### config.mk
export PLATFORM = sky130hd
export DESIGN_NAME = pipe_control
export DESIGN_NICKNAME = d
export VERILOG_FILES = /design/src/rtl/pipe_control.sv
export SDC_FILE = /design/constraint.sdc
export NUM_CORES = 1
export LEC_CHECK = 0
export BUFFER_PORTS_ARGS = -buffer_cell sky130_fd_sc_hd__buf_2
export CAP_MARGIN = 15
export CORE_UTILIZATION = 43
export CTS_CLUSTER_SIZE = 30
export DETAILED_ROUTE_END_ITERATION = 16
export HOLD_SLACK_MARGIN = 0.03
export PLACE_DENSITY = 0.73
export SLEW_MARGIN = 20
export SYNTH_ARGS = -nofsm -noshare
export SYNTH_HDL_FRONTEND = slang
export SYNTH_SLANG_ARGS = --single-unit
export TNS_END_PERCENT = 10
### constraint.sdc
create_clock -name clk -period 1.75 [get_ports clk]
set_input_delay 0.35 -clock clk [delete_from_list [all_inputs] [get_ports clk]]
set_output_delay 0.35 -clock clk [all_outputs]
set_load 0.03 [all_outputs]
### src/rtl/pipe_control.sv
// Pipelined control decoder: decodes ID into the ID/EX control bundle and owns the
// load-use, multi-cycle MUL and redirect-flush interlocks for the front of the pipe.
module pipe_control #(
  parameter int RA_W    = 3,
  parameter int ALUOP_W = 3,
  parameter int MUL_LAT = 3,
  parameter bit R0_HARD = 1'b1
) (
  input  logic               clk,
  input  logic               rst,
  input  logic               id_valid,
  input  logic [3:0]         id_inst,
  input  logic [RA_W-1:0]    id_rs,
  input  logic [RA_W-1:0]    id_rt,
  input  logic [RA_W-1:0]    id_rd,
  input  logic               ex_redirect,
  output logic               ex_valid,
  output logic [9:0]         ex_ctrl,
  output logic [ALUOP_W-1:0] ex_aluop,
  output logic [RA_W-1:0]    ex_rd,
  output logic               stall,
  output logic               mul_busy,
  output logic               illegal
);

  localparam logic [3:0] OP_ADD  = 4'b0000;
  localparam logic [3:0] OP_SUB  = 4'b0001;
  localparam logic [3:0] OP_AND  = 4'b0010;
  localparam logic [3:0] OP_XOR  = 4'b0011;
  localparam logic [3:0] OP_COM  = 4'b0100;
  localparam logic [3:0] OP_SLL  = 4'b0101;
  localparam logic [3:0] OP_SRL  = 4'b0110;
  localparam logic [3:0] OP_MUL  = 4'b0111;
  localparam logic [3:0] OP_LW   = 4'b1000;
  localparam logic [3:0] OP_SW   = 4'b1001;
  localparam logic [3:0] OP_BEQ  = 4'b1010;
  localparam logic [3:0] OP_JUMP = 4'b1100;
  localparam logic [3:0] OP_JAL  = 4'b1101;
  localparam logic [3:0] OP_JR   = 4'b1110;

  // Control bundle bit positions: {wen,alusrc,regDst,memWrite,memRead,memToReg,branch,jump,jal,jr}
  localparam int B_WEN   = 9;
  localparam int B_ASRC  = 8;
  localparam int B_RDST  = 7;
  localparam int B_MWR   = 6;
  localparam int B_MRD   = 5;
  localparam int B_M2R   = 4;
  localparam int B_BR    = 3;
  localparam int B_JMP   = 2;
  localparam int B_JAL   = 1;
  localparam int B_JR    = 0;

  localparam int CNT_W = (MUL_LAT > 1) ? $clog2(MUL_LAT) : 1;
  localparam logic [CNT_W-1:0] CNT_LOAD = CNT_W'((MUL_LAT > 1) ? MUL_LAT - 1 : 0);

  // ST_RUN  | normal issue, ID may advance into EX
  // ST_MULW | MUL held in EX for its remaining latency cycles
  typedef enum logic {ST_RUN = 1'b0, ST_MULW = 1'b1} state_t;

  state_t             r_state, w_nxt_state;
  logic [CNT_W-1:0]   r_cnt, w_nxt_cnt;
  logic               r_ex_valid, w_nxt_ex_valid;
  logic [9:0]         r_ex_ctrl, w_nxt_ex_ctrl;
  logic [ALUOP_W-1:0] r_ex_aluop, w_nxt_ex_aluop;
  logic [RA_W-1:0]    r_ex_rd, w_nxt_ex_rd;
  logic               r_illegal, w_nxt_illegal;

  logic [9:0]         w_dec_ctrl;
  logic [ALUOP_W-1:0] w_dec_aluop;
  logic               w_dec_legal;
  logic               w_reads_rs;
  logic               w_reads_rt;
  logic               w_rd_hazard_ok;
  logic               w_lu;
  logic               w_mulw;

  always_comb begin
    w_dec_ctrl  = '0;
    w_dec_aluop = '0;
    w_dec_legal = 1'b1;
    w_reads_rs  = 1'b1;
    w_reads_rt  = 1'b0;
    unique case (id_inst)
      OP_ADD, OP_SUB, OP_AND, OP_XOR, OP_COM, OP_MUL: begin
        w_dec_ctrl[B_WEN] = 1'b1;
        w_dec_ctrl[B_M2R] = 1'b1;
        w_dec_aluop       = id_inst[ALUOP_W-1:0];
        w_reads_rt        = 1'b1;
      end
      OP_SLL, OP_SRL: begin
        w_dec_ctrl[B_WEN]  = 1'b1;
        w_dec_ctrl[B_M2R]  = 1'b1;
        w_dec_ctrl[B_ASRC] = 1'b1;
        w_dec_aluop        = id_inst[ALUOP_W-1:0];
      end
      OP_LW: begin
        w_dec_ctrl[B_WEN]  = 1'b1;
        w_dec_ctrl[B_ASRC] = 1'b1;
        w_dec_ctrl[B_MRD]  = 1'b1;
      end
      OP_SW: begin
        w_dec_ctrl[B_ASRC] = 1'b1;
        w_dec_ctrl[B_RDST] = 1'b1;
        w_dec_ctrl[B_MWR]  = 1'b1;
        w_reads_rt         = 1'b1;
      end
      OP_BEQ: begin
        w_dec_ctrl[B_RDST] = 1'b1;
        w_dec_ctrl[B_BR]   = 1'b1;
        w_dec_aluop        = id_inst[ALUOP_W-1:0];
        w_reads_rt         = 1'b1;
      end
      OP_JUMP: begin
        w_dec_ctrl[B_JMP] = 1'b1;
        w_reads_rs        = 1'b0;
      end
      OP_JAL: begin
        w_dec_ctrl[B_WEN] = 1'b1;
        w_dec_ctrl[B_JMP] = 1'b1;
        w_dec_ctrl[B_JAL] = 1'b1;
        w_reads_rs        = 1'b0;
      end
      OP_JR: begin
        w_dec_ctrl[B_JR] = 1'b1;
      end
      default: begin
        w_dec_legal = 1'b0;
      end
    endcase
  end

  // A load targeting hardwired r0 never produces a value anyone waits on.
  assign w_rd_hazard_ok = !(R0_HARD && (r_ex_rd == '0));
  assign w_lu = r_ex_valid && r_ex_ctrl[B_MRD] && id_valid && w_rd_hazard_ok &&
                ((w_reads_rs && (id_rs == r_ex_rd)) || (w_reads_rt && (id_rt == r_ex_rd)));

  assign w_mulw   = (r_state == ST_MULW);
  assign stall    = !ex_redirect && (w_mulw || w_lu);
  assign mul_busy = w_mulw;

  always_comb begin
    w_nxt_state    = r_state;
    w_nxt_cnt      = r_cnt;
    w_nxt_ex_valid = r_ex_valid;
    w_nxt_ex_ctrl  = r_ex_ctrl;
    w_nxt_ex_aluop = r_ex_aluop;
    w_nxt_ex_rd    = r_ex_rd;
    w_nxt_illegal  = 1'b0;
    if (ex_redirect) begin
      w_nxt_state    = ST_RUN;
      w_nxt_cnt      = '0;
      w_nxt_ex_valid = 1'b0;
      w_nxt_ex_ctrl  = '0;
      w_nxt_ex_aluop = '0;
      w_nxt_ex_rd    = '0;
    end else if (w_mulw) begin
      w_nxt_cnt = r_cnt - 1'b1;
      if (r_cnt == CNT_W'(1)) begin
        w_nxt_state = ST_RUN;
      end
    end else if (w_lu || !id_valid || !w_dec_legal) begin
      w_nxt_ex_valid = 1'b0;
      w_nxt_ex_ctrl  = '0;
      w_nxt_ex_aluop = '0;
      w_nxt_ex_rd    = '0;
      w_nxt_illegal  = !w_lu && id_valid && !w_dec_legal;
    end else begin
      w_nxt_ex_valid = 1'b1;
      w_nxt_ex_ctrl  = w_dec_ctrl;
      w_nxt_ex_aluop = w_dec_aluop;
      w_nxt_ex_rd    = id_rd;
      if ((id_inst == OP_MUL) && (MUL_LAT > 1)) begin
        w_nxt_state = ST_MULW;
        w_nxt_cnt   = CNT_LOAD;
      end
    end
  end

  always_ff @(posedge clk) begin
    if (rst) begin
      r_state    <= ST_RUN;
      r_cnt      <= '0;
      r_ex_valid <= 1'b0;
      r_ex_ctrl  <= '0;
      r_ex_aluop <= '0;
      r_ex_rd    <= '0;
      r_illegal  <= 1'b0;
    end else begin
      r_state    <= w_nxt_state;
      r_cnt      <= w_nxt_cnt;
      r_ex_valid <= w_nxt_ex_valid;
      r_ex_ctrl  <= w_nxt_ex_ctrl;
      r_ex_aluop <= w_nxt_ex_aluop;
      r_ex_rd    <= w_nxt_ex_rd;
      r_illegal  <= w_nxt_illegal;
    end
  end

  assign ex_valid = r_ex_valid;
  assign ex_ctrl  = r_ex_ctrl;
  assign ex_aluop = r_ex_aluop;
  assign ex_rd    = r_ex_rd;
  assign illegal  = r_illegal;

endmodule

==> results.yml <==
routing:
  vias: 1078
  wire_per_inst_um: 12.7
  vias_per_cell: 5.18
  ant_nets: 0
  wl_um: 2640
  drc: 0
  dr.first_iter.drc_count: 21
  first_pass_iters: 4
clock_tree:
  clkLatencyLatePin_ps: 310
  clock-root-buffer: "clkbuf_4"
  cts_num_sinks: 21
  cts_made_buffers: 3
  htree_levels: 1
  ctsHoldBuffers: 0
  post_cts_buffers: 0
  clk_pin_slew_ps: 110
  cts_tree: "built"
  clockBufferDepth: 2
synthesis:
  yosys-top-cells-count: "nand2_1 (23), dfxtp_1 (21), o21ai_0 (12)"
  yosysSeqAreaShare_pct: 40.6
  async_flop_share_pct: 0
  synth_top_area_share_pct: 40.6
  synth_cells: 123
  yosysWarnings: 0
  yosys.area.top_type: "dfxtp_1"
  yosysUniqueCellTypes: 36
  synth_ff_type: "dfxtp_1"
  synthesis.nets: 141
  synthTopCellsByArea: "dfxtp_1 (41%), nand2_1 (8.3%), o21ai_0 (5.8%)"
  netlist_area_sq_um: 1030
  synth.most_common_cell: "nand2_1"
  synth_edf_count: 0
  syn_area_per_cell_sq_um: 8.41
  ys_ff_latch: 21
grt:
  grt_use_total_pct: 23.7
  grt_max_degree: 13
  grt-ovfl-total: 0
  grt_pass1_wl_um: 4530
  antenna_found_initial: 0
  grt_pass1_vias: 1089
sta:
  tightestPinTransition_ps: 402
  max_freq_ghz: 0.480
  setup_viol: 1
  holdWs_ps: 268
  layout_setup_ws_ps: -331
  period_needed_ps: 2080
  skew_ps: 5.82
  maxSlewViolCount: 0
  fin_crit_sh_pct: 119
  slew_headroom_pct: 73.2
  grt_setup_unrepaired: "true"
  final_hold_viol_count: 0
  setup_tns_ps: -331
floorplanning:
  die-height_um: 51.1
  dieWidth_um: 51.1
  initial_utilization_pct: 46.3
  num_rows: 17
  io_pins: 37
  die_area_sq_um: 2610
  coreArea_sq_um: 2230
finish:
  fin_util_pct: 65.8
  fin_nets: 199
  fillers: 201
  regArea_sq_um: 424
  syn2layout_area_growth_pct: 42.0
  multi_input_area_sq_um: 619
  final_cell_area_sq_um: 1470
  antenna_cells: 0
  drive_gt1_share_pct: 44.4
worst_setup_path:
  critical_path_class: "reg -> out"
  start_kind: "flop"
  cp_max_fo: 3
  crit_required_ps: 1400
  worst_setup_path_end_kind: "primary output"
  critPathArrivalTime_ps: 1730
pwr:
  p_leak_nw: 0.668
  max-vdd-ir-drop_mv: 0.614
  cellPowerDensity_nw_per_um2: 633
run_status:
  violations: "setup timing"
  outcome: "finished with violations"
placed_design:
  port_buffers: 36
  gp_routability_congestion: 0.866
  dp_hpwl_um: 2020
  placed_area_sq_um: 1420
flow_run:
  drv_cap: 0
min_path:
  hold_path.class: "in -> reg"
[flip-flops by register name (all words and copies together), names as in the netlist]
signal    flops
ex_ctrl      10
ex_aluop      3
ex_rd         3
r_cnt         2
ex_valid      1
illegal       1
mul_busy      1
[where the power goes]
group / internal (mW) / leakage [nW] / switching (mW)
combinational: 0.0891 / 0.479 / 0.111
sequential: 0.489 / 0.171 / 0.00803
clock: 0.0853 / 0.0177 / 0.147
total: 0.663 / 0.668 / 0.267
[metal layers]
metal | global-route usage, % | up-vias | share of wire, %
met1 | 27.8 | 494 | 45
li1 | - | 546 | -
met3 | 4.76 | 4 | 6.2
met2 | 40.6 | 34 | 47
met5 | 0 | - | 0
met4 | 12.0 | 0 | 1.8
[through the flow]
| step | total power [mW] | std cells | worst slack (ps) |
|---|---|---|---|
| 6_report | 0.930 | 208 | -331 |
| 5_1_grt | 0.978 | 208 | -411 |
| 4_1_cts | 0.935 | 208 | -347 |
| 3_3_place_gp | 0.696 | 204 | -256 |
| 3_5_place_dp | 0.700 | 204 | -258 |
| 2_1_floorplan | 0.609 | 123 | -57.8 |
[cell usage in the layout (no fill, tap or decap), types with 3 or more instances in the layout]
cell type,netlist,layout
o211ai_1,3,3
dfxtp_1,21,18
buf_4,2,20
nand3_1,6,6
nand2_1,23,23
a21oi_1,8,7
buf_2,0,35
nor2_1,5,5
inv_1,3,3
clkbuf_4,0,3
xor2_1,6,6
o21ai_0,12,12
dfxtp_2,0,3
[worst paths after layout]
path                            cells past startpoint  slack, ps         end  startpoint
worst max-delay path                                6       -330       stall    ex_rd[2]
worst min register to register                      2        460  ex_ctrl[0]  ex_ctrl[0]
worst max register to register                      7         10  ex_ctrl[5]    ex_rd[2]
worst min-delay path                                3        270    ex_rd[2]    id_rd[2]
[area by class of cell]
class                   instances  area share (%)
multi-input cells              94            42.2
flip-flops and latches         21            28.9
repair buffers                 57            23.7
well taps                      28            2.39
clock buffers                   3            1.53
inverters                       4            1.02
clock inverters                 1           0.341
[what timing repair did]
action / 4_1_cts / 5_1_grt
pin swaps: 1 / 0
resized for setup: 3 / 3
gates cloned: 0 / 0
endpoints found under the setup margin: 2 / 5
[critical path: stages (launching register included)]
cell and delay (ps):
dfxtp_2 360, xor2_1 190, nor4_4 310, a21oi_2 60, or2_4 240, a21oi_4 120, buf_6 140
[logic make-up after synthesis]
family	after synthesis	share of synthesized area, %
buffers and inverters	8	3.63
AND/OR/NAND/NOR	49	23.5
XOR/XNOR	8	7.50
adder cells (fa/ha/maj)	1	1.21
multiplexers	2	1.93
AO/OA/AOI/OAI	34	21.6
flip-flops	21	40.6
Note: power is estimated with default switching activity, not from simulation.
